<file path="src/rtl/exu_oitf.sv">
// Outstanding Instruction Track FIFO: in-order tracker of long-pipe destinations.
// Feeds RAW/WAW hazard flags to dispatch and retires in allocation order.
module exu_oitf #(
   parameter int unsigned OITF_DEPTH  = 4,
   parameter int unsigned PTR_W       = $clog2(OITF_DEPTH),
   parameter int unsigned RFIDX_WIDTH = 5,
   parameter int unsigned PC_SIZE     = 32
) (
   input  logic                   clk,
   input  logic                   rst,
   input  logic                   flush,
   input  logic                   dis_ena,
   output logic                   dis_ready,
   input  logic                   dis_rdwen,
   input  logic [RFIDX_WIDTH-1:0] dis_rdidx,
   input  logic [PC_SIZE-1:0]     dis_pc,
   output logic [PTR_W-1:0]       dis_ptr,
   input  logic                   ret_ena,
   output logic [PTR_W-1:0]       ret_ptr,
   output logic                   ret_rdwen,
   output logic [RFIDX_WIDTH-1:0] ret_rdidx,
   output logic [PC_SIZE-1:0]     ret_pc,
   output logic                   oitf_empty,
   input  logic                   disp_i_rs1en,
   input  logic                   disp_i_rs2en,
   input  logic                   disp_i_rdwen,
   input  logic [RFIDX_WIDTH-1:0] disp_i_rs1idx,
   input  logic [RFIDX_WIDTH-1:0] disp_i_rs2idx,
   input  logic [RFIDX_WIDTH-1:0] disp_i_rdidx,
   output logic                   oitfrd_match_disprs1,
   output logic                   oitfrd_match_disprs2,
   output logic                   oitfrd_match_disprd
);

   localparam logic [PTR_W-1:0] LastIdx = PTR_W'(OITF_DEPTH - 1);

   logic [PTR_W-1:0]       alc_ptr_q, alc_ptr_d, ret_ptr_q, ret_ptr_d;
   logic                   alc_wrap_q, alc_wrap_d, ret_wrap_q, ret_wrap_d;
   logic [OITF_DEPTH-1:0]  vld_q, vld_d;
   logic [OITF_DEPTH-1:0]  rdwen_q;
   logic [RFIDX_WIDTH-1:0] rdidx_q [OITF_DEPTH];
   logic [PC_SIZE-1:0]     pc_q    [OITF_DEPTH];

   logic full, empty, alc_fire, ret_fire;

   // Occupancy from pointer/wrap-bit comparison; depends on registered state only
   always_comb begin
      empty    = (alc_ptr_q == ret_ptr_q) && (alc_wrap_q == ret_wrap_q);
      full     = (alc_ptr_q == ret_ptr_q) && (alc_wrap_q != ret_wrap_q);
      alc_fire = dis_ena && !full;
      ret_fire = ret_ena && !empty;
   end

   // Next-state for pointers and valid bits; flush overrides both handshakes
   always_comb begin
      alc_ptr_d  = alc_ptr_q;
      alc_wrap_d = alc_wrap_q;
      ret_ptr_d  = ret_ptr_q;
      ret_wrap_d = ret_wrap_q;
      vld_d      = vld_q;
      if (flush) begin
         alc_ptr_d  = '0;
         alc_wrap_d = 1'b0;
         ret_ptr_d  = '0;
         ret_wrap_d = 1'b0;
         vld_d      = '0;
      end else begin
         // Allocate and retire never hit the same slot: that needs full or empty
         if (ret_fire) begin
            vld_d[ret_ptr_q] = 1'b0;
            if (ret_ptr_q == LastIdx) begin
               ret_ptr_d  = '0;
               ret_wrap_d = ~ret_wrap_q;
            end else begin
               ret_ptr_d = ret_ptr_q + 1'b1;
            end
         end
         if (alc_fire) begin
            vld_d[alc_ptr_q] = 1'b1;
            if (alc_ptr_q == LastIdx) begin
               alc_ptr_d  = '0;
               alc_wrap_d = ~alc_wrap_q;
            end else begin
               alc_ptr_d = alc_ptr_q + 1'b1;
            end
         end
      end
   end

   // Pointer, wrap and valid state
   always_ff @(posedge clk or posedge rst) begin
      if (rst) begin
         alc_ptr_q  <= '0;
         alc_wrap_q <= 1'b0;
         ret_ptr_q  <= '0;
         ret_wrap_q <= 1'b0;
         vld_q      <= '0;
      end else begin
         alc_ptr_q  <= alc_ptr_d;
         alc_wrap_q <= alc_wrap_d;
         ret_ptr_q  <= ret_ptr_d;
         ret_wrap_q <= ret_wrap_d;
         vld_q      <= vld_d;
      end
   end

   // Entry payload; flush leaves it untouched since valid bits gate its use
   always_ff @(posedge clk or posedge rst) begin
      if (rst) begin
         rdwen_q <= '0;
         for (int i = 0; i < OITF_DEPTH; i++) begin
            rdidx_q[i] <= '0;
            pc_q[i]    <= '0;
         end
      end else if (alc_fire && !flush) begin
         rdwen_q[alc_ptr_q] <= dis_rdwen;
         rdidx_q[alc_ptr_q] <= dis_rdidx;
         pc_q[alc_ptr_q]    <= dis_pc;
      end
   end

   // Hazard search across all valid, rd-writing entries
   always_comb begin
      logic hit1, hit2, hitd;
      hit1 = 1'b0;
      hit2 = 1'b0;
      hitd = 1'b0;
      for (int i = 0; i < OITF_DEPTH; i++) begin
         if (vld_q[i] && rdwen_q[i]) begin
            if (rdidx_q[i] == disp_i_rs1idx) hit1 = 1'b1;
            if (rdidx_q[i] == disp_i_rs2idx) hit2 = 1'b1;
            if (rdidx_q[i] == disp_i_rdidx)  hitd = 1'b1;
         end
      end
      // x0 is never a real dependency
      oitfrd_match_disprs1 = hit1 && disp_i_rs1en && (disp_i_rs1idx != '0);
      oitfrd_match_disprs2 = hit2 && disp_i_rs2en && (disp_i_rs2idx != '0);
      oitfrd_match_disprd  = hitd && disp_i_rdwen && (disp_i_rdidx != '0);
   end

   // Head-of-queue view and status outputs
   always_comb begin
      dis_ready  = !full;
      dis_ptr    = alc_ptr_q;
      ret_ptr    = ret_ptr_q;
      ret_rdwen  = rdwen_q[ret_ptr_q];
      ret_rdidx  = rdidx_q[ret_ptr_q];
      ret_pc     = pc_q[ret_ptr_q];
      oitf_empty = empty;
   end

endmodule

</file>
<file path="config.mk">
export PLATFORM = sky130hd
export DESIGN_NAME = exu_oitf
export DESIGN_NICKNAME = d
export VERILOG_FILES = /design/src/rtl/exu_oitf.sv
export SDC_FILE = /design/constraint.sdc
export NUM_CORES = 1
export LEC_CHECK = 0
export BUFFER_PORTS_ARGS = -buffer_cell sky130_fd_sc_hd__buf_2
export CAP_MARGIN = 20
export CORE_MARGIN = 3
export CORE_UTILIZATION = 26
export CTS_CLUSTER_SIZE = 12
export DETAILED_ROUTE_END_ITERATION = 8
export HOLD_SLACK_MARGIN = 0.1
export SLEW_MARGIN = 15
export SYNTH_ARGS = -nofsm -noshare
export SYNTH_HDL_FRONTEND = slang
export SYNTH_SLANG_ARGS = --single-unit
</file>
<file path="constraint.sdc">
create_clock -name clk -period 6.85 [get_ports clk]
set_input_delay 1.37 -clock clk [delete_from_list [all_inputs] [get_ports clk]]
set_output_delay 1.37 -clock clk [all_outputs]
set_load 0.01 [all_outputs]
</file>
==> results.json, run 1 <==
{
  "cp_num_buf_inv": 2,
  "rsz0062_at_grt": "no",
  "drv_slew": 0,
  "postSynthCellCount": 542,
  "wl_per_cell_um": 18.1,
  "cp.arrival_ns": 2.55,
  "syn_to_final_growth_pct": 17.9,
  "layout_commonest_cell": "dfrtp_1",
  "min_path_type": "flip-flop to flip-flop",
  "fin_nets": 702,
  "core_um2": 30000,
  "yosysWarnings": 0,
  "timing_worst_setup_path_type": "input port to primary output",
  "synth_seq_cells": 162,
  "mostFrequentLayoutCells": "dfrtp_1, mux2_2, buf_2, xor2_1, mux4_2",
  "p_per_area_nw_per_um2": 317,
  "htree_levels": 4,
  "grt-ovfl-total": 0,
  "yosysTopAreaCell": "dfrtp_1",
  "postCtsSetupBuffers": 0,
  "crit_chain": "buf_2 > xor2_1 > nor4_1 > nand4_1 > nand4_1 > o311a_1 > buf_2",
  "viasPerCell": 4.72,
  "grtUsageMet3": 0.0326,
  "grt_pass1_wl_um": 30800,
  "cts_buffers": 17,
  "numPortBuffers": 107,
  "drtIter0Drc": 229,
  "synth_seq_area_share": 0.508,
  "crit_slowest_cell": "nor4_1",
  "fin_crit_sh": 0.572,
  "synth_area_leaders": "dfrtp_1, mux2_2, mux4_2",
  "clockBufferDepth": 2,
  "max-slew-margin-rel": 0.364,
  "synth_fp_nets": 611,
  "drtPass1Iterations": 4,
  "start_kind": "input port",
  "rows": 63,
  "clk_latency_ns": 0.43,
  "cts-root-buf": "clkbuf_16",
  "use_met1": 0.153,
  "vdd_drop_max_mv": 0.130,
  "ant_nets": 0,
  "fin_setup_tns_ns": 0,
  "die_h_um": 181,
  "track_usage": 0.120,
  "avgSynthCellArea_um2": 14.7,
  "dpl.hpwl_um": 12000,
  "cpLargestDelayFamily": "simple AND/OR/NAND/NOR gates",
  "drc": 0,
  "cap_viol_max_count": 0,
  "outcome": "completed",
  "clock-sinks": 162,
  "grt_pass1_vias": 5329,
  "antenna_found_initial": 0,
  "power_w": 0.00298,
  "layout_min_cycle_time_ns": 3.92,
  "path_clk_slew_ns": 0.06,
  "cp.required_ns": 5.48,
  "drive_gt1_frac": 0.475,
  "synth_top_area_frac": 0.508,
  "finalSetupViolations": 0,
  "gp_congestion": 0.902,
  "num_vias": 4890,
  "cts_resized": 0,
  "boundaryPins": 108,
  "routed_wl_um": 18800,
  "end_kind": "primary output",
  "cp_max_fo": 5,
  "die_x_um": 181,
  "skew_ns": 0.0118,
  "ys_types": 28,
  "power.leakage_nw": 4.21,
  "hold_buffers": 0,
  "busiest_layer": "met2",
  "slowest_delay_ns": 0.35,
  "tightest_slew_ns": 0.954,
  "max_freq_mhz": 255,
  "grt_max_degree": 97,
  "start_util": 0.266,
  "die-area_um2": 32800,
  "cts_tree": "yes",
  "syn_area_um2": 7980,
  "finalHoldViolCount": 0,
  "grtUsageMet2": 0.196
}
-- Yosys cell counts --
library cell    n
buf_4           8
nand2_1        11
nor4_1         12
o311a_1         3
clkbuf_2        1
nand3b_2        1
clkbuf_1       10
ha_1            8
xnor2_1        15
xor2_1         50
dfrtp_1       162
mux2_2        116
and3b_4         1
nand4_1        15
inv_1           6
buf_1          10
mux4_2         38
nor2_1          7
buf_2           4
or3_1           4
mux2_1         36
nand2_2         4
nand3_1         2
nand3b_1        4
a31oi_1         1
a21oi_1         4
and3_1          1
buf_6           8
-- flip-flops by register name, indices dropped and copies added, names as in the netlist --
register / cells
pc_q: 128
ret_wrap_q: 1
vld_q: 4
rdidx_q: 20
dis_ptr: 2
ret_ptr: 2
rdwen_q: 4
alc_wrap_q: 1
-- layer usage --
layer | vias up | share of wire
met5 | - | 0
met4 | 0 | 0.018
met3 | 24 | 0.055
met2 | 133 | 0.49
met1 | 2576 | 0.44
li1 | 2157 | -
-- report_power, final --
group	internal, W	total, W	switching (W)
Clock	0.000553	0.000958	0.000405
Combinational	0.000395	0.000652	0.000257
Sequential	0.00118	0.00137	0.000193
Total	0.00213	0.00298	0.000855
-- final timing paths --
check	start	end	slack, ns	cells after the start
setup / recovery	disp_i_rs2idx[4]	oitfrd_match_disprs2	2.93	7
hold / removal	pc_q[3]	pc_q[3]	0.49	1
setup reg to reg	ret_ptr[0]	pc_q[126]	3.63	6
hold reg to reg	pc_q[3]	pc_q[3]	0.49	1
max in group asynchronous	rst	rdwen_q[2]	4.25	3
min in group asynchronous	rst	rdidx_q[17]	1.10	2
-- layout make-up --
type | count | area (µm²)
timing repair buffer | 113 | 581
multi-input combinational | 333 | 3650
inverter | 6 | 27.5
clock inverter | 13 | 150
sequential | 162 | 4060
fill | 3014 | 20600
clock buffer | 19 | 443
antenna | 1 | 2.50
tap | 390 | 488
-- kinds of logic (layout without fill, tap and decap cells) --
| group | count (synthesis) | in the layout | share of synthesized area |
|---|---|---|---|
| buffers and inverters | 47 | 151 | 0.0342 |
| XOR/XNOR | 65 | 65 | 0.0714 |
| AND/OR/NAND/NOR | 62 | 62 | 0.0447 |
| adder cells (fa/ha/maj) | 8 | 8 | 0.0125 |
| AO/OA/AOI/OAI | 8 | 8 | 0.00706 |
| multiplexers | 190 | 190 | 0.322 |
| flip-flops | 162 | 162 | 0.508 |
| other | 0 | 1 | 0 |
-- metrics by stage --
stage	setup WS, ns	util	instances	hold WS, ns	cell area, µm²
2_1_floorplan	1.10	-	542	0.459	7980
3_3_place_gp	2.95	0.294	1004	0.469	8800
3_5_place_dp	2.93	0.294	1004	0.480	8800
4_1_cts	2.91	0.314	1036	0.494	9400
5_1_grt	2.79	0.314	1036	0.506	9400
6_report	2.93	0.314	1037	0.489	9400
Power figures use the tool's default switching activity.
==> run 2: changes to the inputs <==
Settings changed: ABC_AREA set to 1.
Clock period 6.85 ns to 3.2 ns, I/O delays scaled along.
==> run 2 against run 1 <==
Net effect: clock skew about the same; die area increased by 7.0%; synthesized cell count increased by 130%; critical path type is now flip-flop to primary output; worst hold slack got worse by 0.093 ns; critical endpoint is now ret_rdidx[1]; final cell count increased by 71%; count of clock-buffer cells in the layout decreased by 1; setup slack got worse by 2.7 ns.
==> results.json, run 2 <==
{
  "antenna_found_initial": 0,
  "busiest_layer": "met2",
  "rows": 65,
  "power_w": 0.00864,
  "synth_area_leaders": "dfrtp_1, nand2_1, nor2_1",
  "synth_seq_area_share": 0.474,
  "synth_most_common_cell": "nand2_1",
  "clockBufferDepth": 2,
  "finalHoldViolCount": 0,
  "cts_buffers": 17,
  "muxShareOfSynthArea": 0,
  "htree_levels": 4,
  "p_per_area_nw_per_um2": 853,
  "yosysTopAreaCell": "dfrtp_1",
  "cts_tree": "yes",
  "cts-root-buf": "clkbuf_16",
  "grt_pass1_vias": 8028,
  "die-area_um2": 35100,
  "dpl.hpwl_um": 17800,
  "yosysWarnings": 0,
  "ant_nets": 0,
  "skew_ns": 0.0114,
  "path_clk_slew_ns": 0.07,
  "drtPass1Iterations": 5,
  "postCtsSetupBuffers": 0,
  "tightest_slew_ns": 1.10,
  "max_freq_mhz": 334,
  "clock-sinks": 162,
  "synth_top_family_by_area": "simple AND/OR/NAND/NOR gates",
  "drc": 0,
  "synth_xor_xnor_area_share": 0.00190,
  "die_x_um": 187,
  "num-fill-cells": 3475,
  "grt-ovfl-total": 0,
  "numPortBuffers": 107,
  "drtIter0Drc": 587,
  "synth_fa_ha_area_frac": 0.0117,
  "viasPerCell": 4.58,
  "synth_top_area_frac": 0.474,
  "track_usage": 0.153,
  "synth_edf_count": 0,
  "cp.arrival_ns": 2.35,
  "cp_max_fo": 53,
  "fin_nets": 1390,
  "cp.required_ns": 2.56,
  "slowest_delay_ns": 0.68,
  "rsz0062_at_grt": "no",
  "grtUsageMet2": 0.252,
  "num_vias": 8096,
  "use_met1": 0.203,
  "largest_reg_flops": 128,
  "syn_area_um2": 8550,
  "multi_input_area_um2": 3970,
  "cap_viol_max_count": 0,
  "cpLargestDelayFamily": "buffers and inverters",
  "largestRegisters": "pc_q x128, rdidx_q x20",
  "vdd_drop_max_mv": 0.381,
  "max-slew-margin-rel": 0.267,
  "core_um2": 32000,
  "drive_gt1_frac": 0.130,
  "crit_chain": "buf_4 > a21oi_1 > a21oi_1 > buf_2",
  "synth-main-ff-cell": "dfrtp_1",
  "outcome": "completed",
  "crit_slowest_cell": "dfrtp_2",
  "cp_num_buf_inv": 2,
  "synth-simple-area-share": 0.364,
  "start_kind": "flip-flop",
  "drv_slew": 0,
  "min_path_type": "input port to async pin",
  "postSynthCellCount": 1228,
  "finalSetupViolations": 0,
  "end_kind": "primary output",
  "hold_buffers": 0,
  "syn_to_final_growth_pct": 18.5,
  "diodes": 0,
  "regMostFlops": "pc_q",
  "power.leakage_nw": 5.49,
  "grt_max_degree": 54,
  "start_util": 0.268,
  "timing_worst_setup_path_type": "flip-flop to primary output",
  "routed_wl_um": 26600,
  "synth_fp_nets": 1297,
  "async_flop_share": 1.00,
  "mostFrequentLayoutCells": "nand2_1, dfrtp_1, nor2_1, buf_2, o21ai_0",
  "layout_min_cycle_time_ns": 2.99,
  "synth_compound_area_frac": 0.0850,
  "ys_types": 20,
  "synth_common_cells": "nand2_1, dfrtp_1, nor2_1",
  "wl_per_cell_um": 15.1,
  "gp_congestion": 0.940,
  "synth_seq_cells": 162,
  "die_h_um": 187,
  "fin_crit_sh": 0.936,
  "boundaryPins": 108,
  "fin_setup_tns_ns": 0,
  "grt_pass1_wl_um": 43300,
  "avgSynthCellArea_um2": 6.97,
  "layout_commonest_cell": "nand2_1",
  "cpMostUsedCell": "a21oi_1",
  "grtUsageMet3": 0.0330,
  "seq_area_um2": 4060,
  "clk_latency_ns": 0.42
}
-- run 2: logic make-up (layout without fill, tap and decap cells) --
family / count (synthesis) / after routing
xor+xnor: 1 / 1
fa+ha+maj: 8 / 8
simple gates: 807 / 807
buf+inv: 113 / 219
flops: 162 / 162
compound gates: 137 / 137
-- run 2: where the power goes --
group	internal, W	total [W]	switching (W)
registers	0.00293	0.00360	0.000672
logic	0.00121	0.00316	0.00195
clock network	0.00100	0.00189	0.000887
-- run 2: metal layers --
layer	vias to the layer above	share of wire
met2	238	0.46
met4	0	0.014
met5	-	0
li1	3996	-
met1	3835	0.46
met3	27	0.060
-- run 2: worst paths after layout --
kind                            start           end  slack (ns)  cells past startpoint
max                        ret_ptr[0]  ret_rdidx[1]        0.21                      4
min                               rst      pc_q[60]        0.40                      2
max reg2reg                ret_ptr[0]      pc_q[93]        0.55                      8
min reg2reg                  pc_q[70]      pc_q[70]        0.47                      2
max in group asynchronous         rst     pc_q[121]        2.10                      3
min in group clk            dis_pc[9]     pc_q[105]        0.46                      3
-- run 2: metrics by stage --
step                cell area (µm²)  cells  utilization  worst slack [ns]  hold WS, ns
floorplan                      8560   1228            -             0.503        0.444
global placement               9530   1734        0.298             0.387        0.457
detailed placement             9530   1734        0.298             0.389        0.460
CTS                           10100   1766        0.315             0.113        0.419
global route                  10100   1769        0.317            0.0666        0.436
finish                        10100   1769        0.317             0.206        0.397
-- run 2: area by class of cell --
type | instances | area share
well taps | 435 | 0.0537
clock inverters | 14 | 0.0104
inverters | 55 | 0.0210
repair buffers | 132 | 0.0807
clock buffers | 18 | 0.0423
multi-input cells | 953 | 0.392
flip-flops and latches | 162 | 0.400
-- run 2: worst reg2reg max path: stages (launching register included) --
cell and delay, ns:
dfrtp_2 0.68, inv_4 0.26, nand2_1 0.13, nand2_1 0.11, nand3_4 0.15, nand3_4 0.15
nor2_4 0.85, nand2_1 0.15, nand2_1 0.11
-- run 2: timing repair --
action	CTS	global route
endpoints found under the hold margin	0	0
gates resized for setup	0	2
endpoints found under the setup margin	0	1
==> run 3: changes to the inputs <==
Settings changed: CTS_BUF_LIST set to sky130_fd_sc_hd__clkbuf_8 sky130_fd_sc_hd__clkbuf_16.
==> run 3 against run 2 <==
Net effect: flip-flop and latch count unchanged; largest cell class unchanged; count of clock-buffer cells in the layout decreased by 1; cell area unchanged; clock power about the same; final cell count unchanged; global-route usage unchanged; total power about the same; register-to-register slack about the same.
==> results.json, run 3 (same netlist as run 2, synthesis figures left out) <==
{
  "dp_slack_ns": 0.389,
  "core_um2": 32000,
  "routed_wl_um": 26600,
  "outcome": "completed",
  "num-fill-cells": 3475,
  "die-area_um2": 35100,
  "wl_per_cell_um": 15.0,
  "rows": 65,
  "grt_pass1_vias": 8028,
  "internal-power_w": 0.00513,
  "layout_min_cycle_time_ns": 3.00,
  "postCtsSetupBuffers": 0,
  "grt_pass1_wl_um": 43300,
  "hold_buffers": 0,
  "cap_viol_max_count": 0,
  "die_h_um": 187,
  "diodes": 0,
  "switchingPower_w": 0.00351,
  "start_kind": "flip-flop",
  "max-slew-margin-rel": 0.270,
  "skew_ns": 0.0111,
  "fin_area_um2": 10100,
  "ff2ff_setup_slack_ns": 0.55,
  "fin_crit_sh": 0.938,
  "largest_reg_flops": 128,
  "num_vias": 8101,
  "utilization": 0.317,
  "vdd_drop_max_mv": 0.380,
  "p_per_area_nw_per_um2": 852,
  "fin_setup_tns_ns": 0,
  "end_kind": "primary output",
  "layout_commonest_cell": "nand2_1",
  "r2r_end": "pc_q[93]",
  "p_seq_frac": 0.417,
  "drv_slew": 0,
  "path_clk_slew_ns": 0.07,
  "syn_to_final_growth_pct": 18.5,
  "clockPowerShare": 0.218,
  "min_path_type": "input port to async pin",
  "cp.arrival_ns": 2.36,
  "cp_max_fo": 53,
  "grt-ovfl-total": 0,
  "cts_buffers": 17,
  "cp.required_ns": 2.56,
  "place_area_um2": 9530,
  "finalHoldViolCount": 0,
  "htree_levels": 4,
  "hold_ws_ns": 0.397,
  "largestRegisters": "pc_q x128, rdidx_q x20",
  "regMostFlops": "pc_q",
  "drive_gt1_frac": 0.130,
  "viasPerCell": 4.58,
  "max_freq_mhz": 333,
  "drc": 0,
  "clk_latency_ns": 0.42,
  "finalSetupViolations": 0,
  "grt_max_degree": 54,
  "gp_congestion": 0.940,
  "cts_resized": 0,
  "start_util": 0.268,
  "drtPass1Iterations": 5,
  "power.leakage_nw": 5.49,
  "die_x_um": 187,
  "numPortBuffers": 107,
  "tightest_slew_ns": 1.09,
  "dpl.hpwl_um": 17800,
  "timing_worst_setup_path_type": "flip-flop to primary output",
  "drtIter0Drc": 593,
  "fin_nets": 1390,
  "ant_nets": 0,
  "boundaryPins": 108,
  "layout_setup_ws_ns": 0.198,
  "power_switching_share": 0.406,
  "timing.rr.start": "ret_ptr[0]",
  "reg2reg_depth": 8,
  "clock-sinks": 162,
  "rsz0062_at_grt": "no",
  "antenna_found_initial": 0,
  "cts_tree": "yes",
  "p_comb_frac": 0.365,
  "cts-root-buf": "clkbuf_16",
  "clockBufferDepth": 2,
  "mostFrequentLayoutCells": "nand2_1, dfrtp_1, nor2_1, buf_2, o21ai_0",
  "track_usage": 0.153
}
==> run 3: layer usage <==
metal | up-vias | share of wire | global-route usage
met4 | 0 | 0.014 | 0.0401
met5 | - | 0 | 0
li1 | 3996 | - | -
met2 | 244 | 0.46 | 0.252
met3 | 27 | 0.061 | 0.0330
met1 | 3834 | 0.46 | 0.203
==> run 3: area by class of cell <==
cell class,instances,area (µm²),area share
multi-input combinational,953,3970,0.392
tap,435,544,0.0537
clock buffer,17,425,0.0420
sequential,162,4060,0.400
inverter,55,213,0.0210
clock inverter,15,109,0.0107
timing repair buffer,132,818,0.0807
==> run 3: worst max path at each step <==
stage | slack [ns] | startpoint | endpoint | depth (start not counted)
3_3_place_gp | 0.39 | ret_ptr[0] | pc_q[102] | 8
4_1_cts | 0.11 | ret_ptr[0] | ret_pc[25] | 5
5_1_grt | 0.07 | ret_ptr[0] | ret_pc[11] | 4
2_1_floorplan | 0.50 | rst | alc_wrap_q | 1
6_report | 0.20 | ret_ptr[0] | ret_rdidx[1] | 4
3_5_place_dp | 0.39 | ret_ptr[0] | pc_q[102] | 8
==> run 3: power by group through the flow <==
stage / sequential [W] / clock [W] / combinational [W]
after CTS: 0.00358 / 0.00193 / 0.00319
after floorplan: 0.00339 / 0 / 0.00219
final: 0.00360 / 0.00188 / 0.00316
after global routing: 0.00372 / 0.00202 / 0.00365
after detailed placement: 0.00360 / 0 / 0.00318
after global placement: 0.00358 / 0 / 0.00313
==> run 3: through the flow <==
| stage | total power [W] | instances |
|---|---|---|
| after detailed placement | 0.00678 | 1734 |
| after global placement | 0.00671 | 1734 |
| after floorplan | 0.00559 | 1228 |
| final | 0.00864 | 1769 |
| after global routing | 0.00938 | 1769 |
| after CTS | 0.00870 | 1766 |
==> run 3: critical path: stages (launching register included) <==
cell     delay [ns]
dfrtp_2        0.68
buf_4          0.60
a21oi_1        0.14
a21oi_1        0.30
buf_2          0.20
